File: src/rtl/hidden_backprop.sv
// hidden_backprop: backward-pass weight update for the four input-to-hidden weights of one hidden neuron.
module hidden_backprop #(
  parameter int W_WIDTH   = 8,
  parameter int ERR_WIDTH = 23,
  parameter int HID_WIDTH = 10,
  parameter int LR_SHIFT  = 6
) (
  input  logic                   clk_i,
  input  logic                   rst_i,
  input  logic                   en_i,
  input  logic                   zero_weight_reset_i,
  input  logic [4*W_WIDTH-1:0]   init_weights_i,
  input  logic [ERR_WIDTH-1:0]   err_i,
  input  logic [W_WIDTH-1:0]     w_out_i,
  input  logic [HID_WIDTH-1:0]   hidden_val_i,
  input  logic [3:0]             x_i,
  output logic [4*W_WIDTH-1:0]   weights_o,
  output logic                   busy_o,
  output logic                   b_end_o
);
  localparam int PW = ERR_WIDTH + W_WIDTH;
  localparam logic [2:0] IDLE = 3'd0, MULT = 3'd1, UPD = 3'd2, DONE = 3'd3, WAIT_LOW = 3'd4;
  localparam logic signed [PW:0] WMAX = (PW+1)'(2**(W_WIDTH-1)-1);
  localparam logic signed [PW:0] WMIN = -WMAX - 1;
  logic [2:0] state_q, state_d;
  logic [1:0] idx_q, idx_d;
  logic signed [ERR_WIDTH-1:0] err_q, err_d;
  logic signed [W_WIDTH-1:0] wout_q, wout_d;
  logic [HID_WIDTH-1:0] hid_q, hid_d;
  logic [3:0] x_q, x_d;
  logic signed [PW-1:0] delta_q, delta_d, prod_c;
  logic [3:0][W_WIDTH-1:0] w_q, w_d;
  logic signed [PW:0] diff_c;
  logic [W_WIDTH-1:0] sat_c;
  assign prod_c = err_q * wout_q;
  // one guard bit above the delta width keeps w - delta exact before clamping
  assign diff_c = $signed(w_q[idx_q]) - delta_q;
  assign sat_c = diff_c > WMAX ? WMAX[W_WIDTH-1:0] : diff_c < WMIN ? WMIN[W_WIDTH-1:0] : diff_c[W_WIDTH-1:0];
  assign weights_o = w_q;
  assign busy_o = state_q == MULT || state_q == UPD;
  assign b_end_o = state_q == DONE;
  always_comb begin
    state_d = state_q;
    idx_d = idx_q;
    err_d = err_q;
    wout_d = wout_q;
    hid_d = hid_q;
    x_d = x_q;
    delta_d = delta_q;
    w_d = w_q;
    case (state_q)
      IDLE: if (en_i) begin
        err_d = err_i;
        wout_d = w_out_i;
        hid_d = hidden_val_i;
        x_d = x_i;
        state_d = MULT;
      end
      MULT: begin
        delta_d = prod_c >>> LR_SHIFT;
        idx_d = 2'd0;
        state_d = UPD;
      end
      UPD: begin
        if (x_q[idx_q] && hid_q != '0) w_d[idx_q] = sat_c;
        idx_d = idx_q + 2'd1;
        state_d = idx_q == 2'd3 ? DONE : UPD;
      end
      DONE: state_d = en_i ? WAIT_LOW : IDLE;
      WAIT_LOW: state_d = en_i ? WAIT_LOW : IDLE;
      default: state_d = IDLE;
    endcase
  end
  always_ff @(posedge clk_i) begin
    if (rst_i) begin
      state_q <= IDLE;
      idx_q <= '0;
      err_q <= '0;
      wout_q <= '0;
      hid_q <= '0;
      x_q <= '0;
      delta_q <= '0;
      w_q <= '0;
    end else if (zero_weight_reset_i) begin
      state_q <= IDLE;
      w_q <= init_weights_i;
    end else begin
      state_q <= state_d;
      idx_q <= idx_d;
      err_q <= err_d;
      wout_q <= wout_d;
      hid_q <= hid_d;
      x_q <= x_d;
      delta_q <= delta_d;
      w_q <= w_d;
    end
  end
endmodule

File: config.mk
export PLATFORM = sky130hd
export DESIGN_NAME = hidden_backprop
export DESIGN_NICKNAME = d
export VERILOG_FILES = /design/src/rtl/hidden_backprop.sv
export SDC_FILE = /design/constraint.sdc
export NUM_CORES = 1
export LEC_CHECK = 0
export ABC_CLOCK_PERIOD_IN_PS = 8300
export CORE_MARGIN = 10
export CORE_UTILIZATION = 60
export DETAILED_ROUTE_END_ITERATION = 8
export PLACE_DENSITY = 0.85
export SYNTH_ARGS = -nofsm -noshare
export SYNTH_HDL_FRONTEND = slang
export SYNTH_SLANG_ARGS = --single-unit
File: constraint.sdc
create_clock -name clk_i -period 8.3 [get_ports clk_i]
set_clock_uncertainty 0.15 [all_clocks]
set_input_delay 1.245 -clock clk_i [delete_from_list [all_inputs] [get_ports clk_i]]
set_output_delay 1.245 -clock clk_i [all_outputs]
set_load 0.01 [all_outputs]
After elaboration in Yosys (flattened, before gate mapping). Cells that the tools add are included. Widths: inputs -> output; s select.

Add/subtract/negate cells: 2. Multipliers: 1. Order comparisons: 4. Eq/ne operators: 6. Multiplexer cells: 17. Bitwise operators: 1. Reduce and logical (&&, ||, !) cells: 14.

Operators by type and width (count): $mux 32 (3); $bwmux 32 (1); $mux 8 (4); $mul 23x8->31 (1); $gt 26x8->1 const B (1); $lt 26x8->1 const B (1); $sub 8x25->26 (1); $bmux 8 s2 (1); $demux 8 s2 (1); $pmux 3 s4 (1); $reduce_bool 10->1 (1); $eq 3x2->1 const B (2); $mux 3 (2); $reduce_and 2->1 (3); $reduce_bool 2->1 (3); $pmux 2 s2 (1); $reduce_or 2->1 (2); $eq 3x1->1 const B (1); $eq 3x3->1 const B (1); $logic_not 3->1 (1); $lt 2x3->1 const B (1); $reduce_and 3->1 (1); $add 2x1->2 const B (1); $bmux 1 s2 (1); other kinds (7) (9).

Bits in registers: 107. Input port bits: 81. Output and inout port bits: 34. Word-level logic and storage cells: 56.

Depth between registers and ports, before layout.
Depth after elaboration: 10. Mapped depth: 21. Mapped depth without buffers: 20.

Worst setup path after synthesis. No wires, ideal clock.

Path type: register -> register. Start: reg wout_q[7]. End: reg delta_q[23]. Setup time: 106 ps. Data arrival time: 5262 ps. Required time: 8044 ps. Setup slack: 2782 ps. Stages on the path, launching flop included: 21. Path buffers: 1. Period minus slack after synthesis: 5518 ps. Path through: dfxtp_1 > inv_1 > clkbuf_1 > nor2_1 > fa_1 > fa_1 > fa_1 > inv_1 > fa_1 > inv_1 > ha_1 > a21oi_1 > o21bai_1 > a211oi_1 > o21ai_0 > o211ai_1 > a31oi_1 > a21oi_1 > o21bai_1 > or4b_2 > o311ai_0.

Cells in the longest elaborated chain, start to end: 1.

RTL lines: from (decl) (line 28) `logic signed [W_WIDTH-1:0] wout_q, wout_d;`; from (signal assigned) (line 91) `wout_q <= wout_d;`; $mul 23x8->31 (line 35) `assign prod_c = err_q * wout_q;`; to (signal assigned) (line 94) `delta_q <= delta_d;`; to (decl) (line 31) `logic signed [PW-1:0] delta_q, delta_d, prod_c;`.

Every way passes these cells. A chain may end at the register's enable or synchronous reset.

Worst setup path after layout. Same ends and word-level chain as after synthesis.

==> flow_summary.toml <==
[placement]
port_buffers = 114
postPlaceCellArea_um2 = 13200
globalplace.congestion = 0.905
hpwl_um = 23500

[clock_tree]
clk_pin_slew_ps = 80
clkLatencyLatePin_ps = 370
cts_tree = "done"
cts.sinks = 107
post_cts_buffers = 0
h-tree-depth = 3
clock-root-buffer = "clkbuf_16"
ctsLongestPathBuffers = 2
cts_hold_buf = 0
ctsResizeCount = 0
cts_made_buffers = 9

[floorplan]
dieWidth_um = 161
core_um2 = 19500
fp.dieH_um = 161
die_area_um2 = 26000
fp-row-count = 51
io_pins = 115
start_util_pct = 61.3

[sta]
tightest_slew_ps = 895
whs_ps = 305
layout_min_cycle_time_ps = 6420
setup_tns_ps = 0
drv_slew = 0
hold_viol = 0
slew_headroom_pct = 40.4
setup_viol_count_final = 0
fin_crit_sh_pct = 77.4
rsz0062_at_grt = "no"
clock.fmax_mhz = 156

[synthesis]
synth_top_family_by_area = "adder cells"
synth_compound_area_share_pct = 13.3
synth.cell_area_um2 = 12000
synth.distinct_cells = 64
synth_fp_nets = 1779
synth_edf_count = 0
synthAdderAreaFrac_pct = 33.1
synthTopCellsByArea = "fa_1, dfxtp_1, ha_1, inv_1, nand2_1"
synth_seq_cells = 107
synth_xor_xnor_area_share_pct = 3.52
synth_top_area_cell = "fa_1"
yosysWarnings = 0
yosys-mux-area-fraction_pct = 2.21
yosysTopAreaCellShare_pct = 24.1
yosys.area_share.simple_pct = 20.7
async_flop_share_pct = 0
ys_seq_area_share_pct = 17.9
synth-main-ff-cell = "dfxtp_1"
synthCells = 1468
syn_avg_cell_area_um2 = 8.15

[layout]
syn2layout_area_growth_pct = 13.3
layout_common_cells = "inv_1, nand2_1, fa_1, a21oi_1, and2_1"
fin_nets = 1844
final_util_pct = 69.4
stdcell_area_um2 = 13500
drive_gt1_share_pct = 3.19
regArea_um2 = 2140
multi_input_area_um2 = 8730
final_common_cell = "inv_1"
fill_cells = 1565

[power]
ir_drop_mv = 0.100
p_int_w = 0.000946
pwr-share-seq_pct = 38.9
p_per_area_nw_per_um2 = 108
switching_power_w = 0.000517
swShare_pct = 35.3
pwr-share-clk_pct = 31.0
p_total_w = 0.00146
leakage_nw = 6.07
pwr-share-comb_pct = 30.0

[hold_path]
min_path_type = "flip-flop to flip-flop"

[drt]
ant_nets = 0
dr_total_vias = 10200
drt_iter0_drc = 688
wire_per_inst_um = 16.6
first_pass_iters = 5
drc = 0
routed_via_density = 5.63
wirelength_um = 29900

[critical_path]
path_cells = "inv_1, nor2_1, fa_1, fa_1, fa_1, inv_1, fa_1, inv_1, ha_1, a21oi_1, o21bai_1, a211oi_1, o21ai_0, o211ai_1, a31oi_1, a21oi_1, o21bai_1, or4b_2, o311ai_0"
cp.required_ps = 8400
slowest_stage = "or4b_2"
slowest_delay_ps = 620
end_kind = "flip-flop"
worstPathArrival_ps = 6520
crit_type = "flip-flop to flip-flop"
crit_fanout = 20
cp_common_cell = "fa_1"
critPathLaunchType = "flip-flop"

[grt]
grt_max_degree = 72
grt_pass1_vias = 10400
grt_pass1_wl_um = 49800
grtUsageTotal_pct = 23.1
grt_overflow_total = 0
antenna_found_initial = 0

[status]
status = "finished clean"

[flow_run]
cap_viol_max_count = 0
## worst paths after layout
path | from | endpoint | slack [ps] | cells after the start
max | wout_q[7]$_SDFFE_PP0P_ | delta_q[23]$_SDFFE_PP0P_ | 1880 | 19
min | delta_q[14]$_SDFFE_PP0P_ | delta_q[14]$_SDFFE_PP0P_ | 300 | 2
max reg2reg | wout_q[7]$_SDFFE_PP0P_ | delta_q[23]$_SDFFE_PP0P_ | 1880 | 19
min reg2reg | delta_q[14]$_SDFFE_PP0P_ | delta_q[14]$_SDFFE_PP0P_ | 300 | 2
## per-layer routing
layer,wire [um],global-route usage [%]
met5,0,0
met4,905,7.94
met3,1790,3.86
met2,14900,40.2
met1,12300,28.2
## sequential cells by signal, indices dropped and copies added, names as in the netlist
signal	cells
weights_o	32
state_q	3
delta_q	25
hid_q	10
idx_q	2
x_q	4
err_q	23
wout_q	8
## power groups by stage
stage,clock [W],combinational [W],sequential [W]
after global routing,0.000474,0.000487,0.000574
after detailed placement,0,0.000432,0.000580
after CTS,0.000457,0.000436,0.000568
after floorplan,0,0.000309,0.000563
after global placement,0,0.000421,0.000579
final,0.000454,0.000439,0.000570
## cell families (layout without fill, tap and decap cells)
group                      after synthesis  in the layout
adders and majority gates              230            230
AOI/OAI and AO/OA                      258            258
other                                    0              1
buffers and inverters                  294            364
muxes                                   15             15
DFF                                    107            107
xor gates and xnor gates                48             48
and+or+nand+nor                        516            516
## synth_stat cells (all sizes together) (5+ instances only)
library cell / instances
o31ai: 5
inv: 229
nor3: 6
buf: 5
o21bai: 10
o22ai: 28
mux2i: 5
and2: 119
a21o: 10
nand2b: 12
a211oi: 6
fa: 144
mux4: 9
nor4: 7
or3: 6
dfxtp: 107
nor2b: 5
a21oi: 133
nand2: 221
xnor2: 30
xor2: 18
o21ai: 30
nand3: 13
and3: 5
a31oi: 5
ha: 86
clkbuf: 60
nor2: 94
or4: 5
nand4: 6
## cell type report
type / instances / share of cell area, %
multi-input combinational: 1067 / 64.4
sequential: 107 / 15.8
timing repair buffer: 119 / 8.64
inverter: 229 / 6.34
tap: 265 / 2.45
clock buffer: 9 / 1.66
clock inverter: 7 / 0.656
antenna: 1 / 0.0185
## stage by stage
step | setup WS [ps] | instances
global placement | 2220 | 1787
global route | 1480 | 1803
detailed placement | 2010 | 1787
CTS | 1940 | 1803
floorplan | 2780 | 1468
finish | 1880 | 1804
## critical path: cells and delay by family, from the launching register on
family | cells | cell delay (ps)
AOI/OAI and AO/OA | 9 | 1830
adders and majority gates | 5 | 2500
buffers and inverters | 3 | 690
DFF | 1 | 370
and+or+nand+nor | 2 | 780
No activity file was read; power rests on OpenSTA's default activity.
